$ cat src/rtl/nco_multi.sv
// Multi-channel numerically controlled oscillator.
// Each channel owns a phase accumulator plus a small waveform shaper
// (saw, square, triangle, inverted saw). Channels share one advance
// enable and one phase-sync strobe; configuration is written one
// channel at a time through a shared write port.
module nco_multi #(
    parameter int W   = 10,   // phase accumulator width
    parameter int DW  = 8,    // phase increment width (DW <= W)
    parameter int OW  = 7,    // output sample width (2 <= OW <= W)
    parameter int NCH = 2     // channel count (1..16)
) (
    input  logic                i_clk,
    input  logic                i_reset,
    input  logic                i_ce,
    input  logic                i_sync,
    input  logic                i_ld,
    input  logic [3:0]          i_ch,
    input  logic [DW-1:0]       i_dphase,
    input  logic [1:0]          i_mode,
    input  logic [OW-1:0]       i_duty,
    output logic [NCH*OW-1:0]   o_val,
    output logic [NCH-1:0]      o_wrap
);

    // Waveform mode encodings
    localparam logic [1:0] MODE_SAW  = 2'd0;
    localparam logic [1:0] MODE_SQR  = 2'd1;
    localparam logic [1:0] MODE_TRI  = 2'd2;
    localparam logic [1:0] MODE_ISAW = 2'd3;

    // Square threshold after reset sits at mid-scale (50 % duty)
    localparam logic [OW-1:0] DUTY_RESET = OW'(1) << (OW - 1);

    genvar gi;
    generate
        for (gi = 0; gi < NCH; gi++) begin : g_ch
            logic [W-1:0]  acc_reg;
            logic [DW-1:0] dph_reg;
            logic [1:0]    mode_reg;
            logic [OW-1:0] duty_reg;
            logic [OW-1:0] val_reg;
            logic          wrap_reg;

            logic [W:0]    sum;
            logic          ld_hit;
            logic [OW-1:0] phase_top;
            logic [OW-1:0] tri_ramp;
            logic [OW-1:0] val_next;

            // A write addressed to an index beyond NCH never matches any channel,
            // so out-of-range writes fall away naturally.
            assign ld_hit = i_ld && (i_ch == 4'(gi));

            // One extra bit keeps the carry out of the accumulator for the wrap flag
            assign sum = {1'b0, acc_reg} + (W+1)'(dph_reg);

            // Shaper operands: top OW phase bits and the doubled ramp for triangle
            assign phase_top = acc_reg[W-1 -: OW];
            assign tri_ramp  = {phase_top[OW-2:0], 1'b0};

            // Waveform shaper evaluated on the current (pre-advance) phase
            always_comb begin
                val_next = '0;
                case (mode_reg)
                    MODE_SAW:  val_next = phase_top;
                    MODE_SQR:  val_next = (phase_top < duty_reg) ? '1 : '0;
                    MODE_TRI:  val_next = phase_top[OW-1] ? ~tri_ramp : tri_ramp;
                    MODE_ISAW: val_next = ~phase_top;
                    default:   val_next = '0;
                endcase
            end

            // Configuration registers: loaded by a matching write strobe
            always_ff @(posedge i_clk) begin
                if (i_reset) begin
                    dph_reg  <= '0;
                    mode_reg <= MODE_SAW;
                    duty_reg <= DUTY_RESET;
                end else if (ld_hit) begin
                    dph_reg  <= i_dphase;
                    mode_reg <= i_mode;
                    duty_reg <= i_duty;
                end
            end

            // Phase accumulator and wrap strobe; sync has priority over advance.
            // The add uses the increment held before this edge, so a fresh
            // write only takes effect from the following edge.
            always_ff @(posedge i_clk) begin
                if (i_reset) begin
                    acc_reg  <= '0;
                    wrap_reg <= 1'b0;
                end else if (i_sync) begin
                    acc_reg  <= '0;
                    wrap_reg <= 1'b0;
                end else if (i_ce) begin
                    acc_reg  <= sum[W-1:0];
                    wrap_reg <= sum[W];
                end else begin
                    wrap_reg <= 1'b0;
                end
            end

            // Output sample register, updated every clock regardless of advance
            always_ff @(posedge i_clk) begin
                if (i_reset) begin
                    val_reg <= '0;
                end else begin
                    val_reg <= val_next;
                end
            end

            assign o_val[gi*OW +: OW] = val_reg;
            assign o_wrap[gi]         = wrap_reg;
        end
    endgenerate

endmodule

$ cat config.mk
export PLATFORM = sky130hd
export DESIGN_NAME = nco_multi
export DESIGN_NICKNAME = d
export VERILOG_FILES = /design/src/rtl/nco_multi.sv
export SDC_FILE = /design/constraint.sdc
export NUM_CORES = 1
export LEC_CHECK = 0
export ABC_CLOCK_PERIOD_IN_PS = 5400
export CELL_PAD_IN_SITES_DETAIL_PLACEMENT = 1
export CELL_PAD_IN_SITES_GLOBAL_PLACEMENT = 1
export CORE_ASPECT_RATIO = 0.9
export CORE_UTILIZATION = 42
export DETAILED_ROUTE_END_ITERATION = 8
export PLACE_DENSITY_LB_ADDON = 0.1
export SLEW_MARGIN = 5
export SYNTH_ARGS = -nofsm -noshare
export SYNTH_HDL_FRONTEND = slang
export SYNTH_SLANG_ARGS = --single-unit
$ cat constraint.sdc
create_clock -name i_clk -period 5.4 [get_ports i_clk]
set_input_delay 1.62 -clock i_clk [delete_from_list [all_inputs] [get_ports i_clk]]
set_output_delay 1.62 -clock i_clk [all_outputs]
set_load 0.05 [all_outputs]
After elaboration in Yosys (flattened, before gate mapping)
Cells that the tools add are included.
{"block": "totals", "regBits": 70, "word_cells": 41, "in_bits": 26}
{"block": "classes", "n_eq_ne": 7, "n_addsub": 2, "n_bitwise": 5, "magnitude_cmp": 2, "reduce_logical": 7, "n_mux": 6}
{"cell": "case mux 7 bit (4 select lines)", "count": 2}
{"cell": "two-way mux 7 bit", "count": 4}
{"cell": "inverter 7 bit", "count": 4}
{"cell": "adder 10 x 8 -> 11 bit", "count": 2}
{"cell": "less-than comparator 7 bit", "count": 2}
{"cell": "== test 2 bit, second input constant", "count": 4}
{"cell": "== test 2 x 1 -> 1 bit, second input constant", "count": 2}
{"cell": "== test 4 x 1 -> 1 bit, second input constant", "count": 1}
{"cell": "zero test 2 bit", "count": 2}
{"cell": "zero test 4 bit", "count": 1}
{"cell": "OR reduction 3 bit", "count": 1}
{"cell": "logical AND 1 bit", "count": 2}
{"cell": "OR reduction 2 bit", "count": 1}
{"cell": "inverter 1 bit", "count": 1}

Longest topological paths before layout
{"block": "depth", "word_depth": 3, "ltp_mapped": 8, "mapped_depth_nobuf": 8}

Worst setup path after synthesis
OpenSTA, ideal clock, no wires.
{"block": "synth_path", "path_kind": "input to register", "from": "input port i_ch[2]", "to": "register g_ch[0].mode_reg[0]", "t_required_ns": 5.257, "arrival_time_ns": 2.389, "slack_ns": 2.867, "cell_stages": 7, "path_cell_list": "nand2b_4 > nor3_2 > nand2b_1 > buf_2 > buf_2 > nand2_1 > a21oi_2"}
{"block": "synth_between", "elab_chain_len": 2}
{"item": "from (decl)", "line": "17", "text": "input logic [3:0] i_ch,"}
{"item": "zero test 4 bit", "line": "52", "text": "assign ld_hit = i_ld && (i_ch == 4'(gi));"}
{"item": "logical AND 1 bit", "line": "52"}
{"item": "to (signal assigned)", "line": "81", "text": "mode_reg <= i_mode;"}
{"item": "to (decl)", "line": "39", "text": "logic [1:0] mode_reg;"}
Every way passes these cells.
A chain may end at the register's enable or synchronous reset.

Final worst setup path
{"block": "layout_path", "from": "input port i_reset", "to": "register g_ch[1].acc_reg[3]"}
{"block": "layout_between", "elab_chain_len": 1}
{"item": "from (decl)", "line": "13", "text": "input logic i_reset,"}
{"item": "OR reduction 2 bit (no source line)"}
{"item": "to (signal assigned)", "line": "97", "text": "acc_reg <= sum[W-1:0];"}
{"item": "to (decl)", "line": "37", "text": "logic [W-1:0] acc_reg;"}
Every way passes these cells.

==> summary.md <==
| Metric | Value |
|---|---|
| Result of the run | finished, final reports clean |
| Area Overhead vs Synth | 15.9% |
| DR DRC count | 0 |
| Delay-heaviest family, CP | simple AND/OR/NAND/NOR gates |
| Initial antenna violation count | 0 |
| FMAX | 301 MHz |
| Hold Path Sink | g_ch[1].duty_reg[1] |
| Kind of critical path | in -> reg |
| FF-to-FF path depth | 8 |
| First-pass GRT wire length | 15.8 mm |
| Fin. Hold Viols | 0 |
| Vias in the first global route | 3297 |
| DRT iter0 DRCs | 78 |
| Core Util, Final | 51.0% |
| Routability cong. | 0.807 |
| Setup Total Neg Slack | 0 ps |
| Register area | 1400 µm² |
| CP Cell Sequence | buf_2 -> nor2_1 -> nand2_1 -> o21ai_0 |
| Hold crit path type | reg -> reg |
| Max Buffers Root-to-Sink | 2 |
| Setup crit start kind | input pin |
| Gate Count Post-Synth | 452 |
| Leakage power | 1.62 nW |
| IO buf count | 41 |
| Max FFs per register | 20 |
| Total GRT Usage | 21.7% |
| H-tree Lvls | 3 |
| Wire per inst | 15.7 µm |
| Clk pin slew, worst setup/hold paths | 70 ps |
| Post-route cell area | 4430 µm² |
| Synth async-reset ratio | 0% |
| Placed cell area | 4260 µm² |
| Yosys warnings | 0 |
| DR WL met3 | 223 µm |
| Total Power | 0.981 mW |
| Max-cap viol count | 0 |
| Post-CTS Setup Bufs | 0 |
| Mapped cell area | 3820 µm² |
| First-pass iteration count of the detailed router | 4 |
| WP data arrival | 3580 ps |
| Fillcell total | 1060 |
| Root Driver | clkbuf_8 |
| Post-route insts no fill | 604 |
| Pins Over Slew Limit | 0 |
| Die width | 103 µm |
| Largest net degree at the start of global routing | 52 |
| DP HPWL | 7.05 mm |
| Cell Rows | 32 |
| Unique cell type count in the Yosys netlist | 41 |
| Slew HR | 30.1% |
| RSZ-0062 raised after global routing | no |
| Clk sinks | 70 |
| Reg2reg setup slack | 3430 ps |
| Fin Clk Skew | 8.79 ps |
| Crit path largest cell delay | 910 ps |
| Met2 wire length | 4.55 mm |
| CP Max Fanout | 51 |
| Total die area | 9490 µm² |
| Core region area | 8690 µm² |
| CTS tree | built |
| Clk Latency, worst-skew pair | 330 ps |
| Min cycle time layout | 3320 ps |
| Die Ht | 92.5 µm |
| Sum of buffers and inverters on the critical path | 1 |
| DRT Wirelength | 9.47 mm |
| R2r endpoint | g_ch[0].acc_reg[8] |
| Seq/Total Area, Yosys | 36.6% |
| Global route total overflow | 0 |
| Period utilization | 61.5% |
| Final setup margin | 2080 ps |
| HP Start | g_ch[1].duty_reg[1] |
| Max Used Layer | met4 |
| EDFF count, synth | 0 |
| Antenna Nets Post-Route | 0 |
| Setup violators final | 0 |
| Hold_buf cts | 0 |
| Num CTS Buffers | 9 |
| Setup WS pre-CTS | 1680 ps |
| Layout cells sized above 1 | 8.45% |
| # IOs | 42 |
| M1 WL | 4.61 mm |
| WP data required | 5660 ps |
| Resized Gates After CTS | 0 |
| Worst path slowest cell | nor2_1 |
| CP endpoint kind | flop |
| VDD IR max | 114 µV |
| Vias per cell | 5.40 |
| Hold depth | 2 |
| Ys flop type | dfxtp_1 |
| Worst R2R Start | g_ch[0].dph_reg[0] |
| Pwr/cell area | 221 nW/µm² |
| Hold slack final | 456 ps |
| Syn_area_per_cell | 8.46 µm² |
| Post-synth net total | 510 |
| Vias | 3260 |
| N_diodes | 0 |
| Dpl cells | 589 |
| Multi-input gate area | 2210 µm² |
| Worst Max-Slew Pin Slew | 1050 ps |
| NumNets Final | 539 |
| #FFs+latches synth | 70 |
| Initial core utilization | 44.0% |
-- report_power, final --
| part | switching, mW | internal (mW) | total (mW) |
|---|---|---|---|
| Sequential | 0.00417 | 0.521 | 0.525 |
| Combinational | 0.0401 | 0.0309 | 0.0710 |
| Clock | 0.196 | 0.189 | 0.385 |
-- cell usage in the layout (no fill, tap or decap), types with 4 or more instances in the layout --
cell type        netlist  final
o21ai_2                4      4
clkbuf_8               0     11
nand2_1               93     93
o21ai_1                7      7
xor2_1                18     18
clkdlybuf4s50_1        0     40
ha_1                  30     30
o221ai_1              13     13
o211ai_1               4      4
nor3b_1                4      4
mux2i_1                6      6
a21oi_2               13     13
dfxtp_1               70     70
xnor2_1                4      4
a21oi_1               57     57
nand4_1                6      6
a21o_1                 6      6
nand3b_1               9      9
o21ai_0                7      7
a211oi_1               4      4
nand3_1                4      4
nand2b_1               9      9
inv_1                 21     21
nor2_1                16     16
-- cell families (layout without fill, tap and decap cells) --
family,Yosys count,count (layout),synth area share [%]
simple gates,154,154,19.4
flops,70,70,36.6
fa+ha+maj,32,32,10.9
xor+xnor,22,22,5.04
buf+inv,45,78,5.46
compound gates,123,123,21.0
mux,6,6,1.57
-- worst max path at each step --
| stage | start | to | slack, ps | cells past startpoint |
|---|---|---|---|---|
| 2_1_floorplan | i_ch[2] | g_ch[0].mode_reg[0] | 2870 | 7 |
| 6_report | i_reset | g_ch[1].acc_reg[3] | 2080 | 4 |
| 4_1_cts | i_reset | g_ch[1].acc_reg[3] | 2030 | 4 |
| 5_1_grt | i_reset | g_ch[1].acc_reg[4] | 1820 | 4 |
| 3_3_place_gp | i_reset | g_ch[0].acc_reg[3] | 1790 | 4 |
| 3_5_place_dp | i_reset | g_ch[1].acc_reg[3] | 1680 | 4 |
-- layer usage --
metal | up-vias | track usage (%)
li1 | 1627 | -
met5 | - | 0
met2 | 48 | 36.8
met3 | 5 | 3.55
met4 | 0 | 6.43
met1 | 1580 | 27.9
-- synth_stat cells, types with 4 or more instances --
library cell  instances  area share, %
a21oi_1              57            7.5
dfxtp_1              70             37
nor2_1               16            1.6
o21ai_1               7           0.92
xor2_1               18            4.1
o211ai_1              4           0.79
nand2b_1              9            1.5
o21ai_0               7           0.92
buf_2                11            1.4
o221ai_1             13            3.0
inv_1                21            2.1
xnor2_1               4           0.92
a21oi_2              13            3.0
nor3b_1               4           0.79
nand3_1               4           0.52
nand3b_1              9            1.8
clkbuf_1              6           0.59
o21ai_2               4           0.92
a211oi_1              4           0.79
nand2_1              93            9.1
ha_1                 30            9.8
nand4_1               6           0.98
mux2i_1               6            1.6
a21o_1                6            1.2
-- final cells by class --
cell class	count	share of cell area, %
Tap cell	119	3.36
Timing Repair Buffer	42	9.32
Inverter	21	1.78
Clock buffer	12	3.50
Sequential cell	70	31.6
Multi-Input combinational cell	337	50.0
Clock inverter	3	0.452
-- worst min-delay path, stage by stage, from the launching register on --
cell and delay, ps:
dfxtp_1 310, nand2_1 50, a21oi_1 50
(Power assumes the default switching activity.)
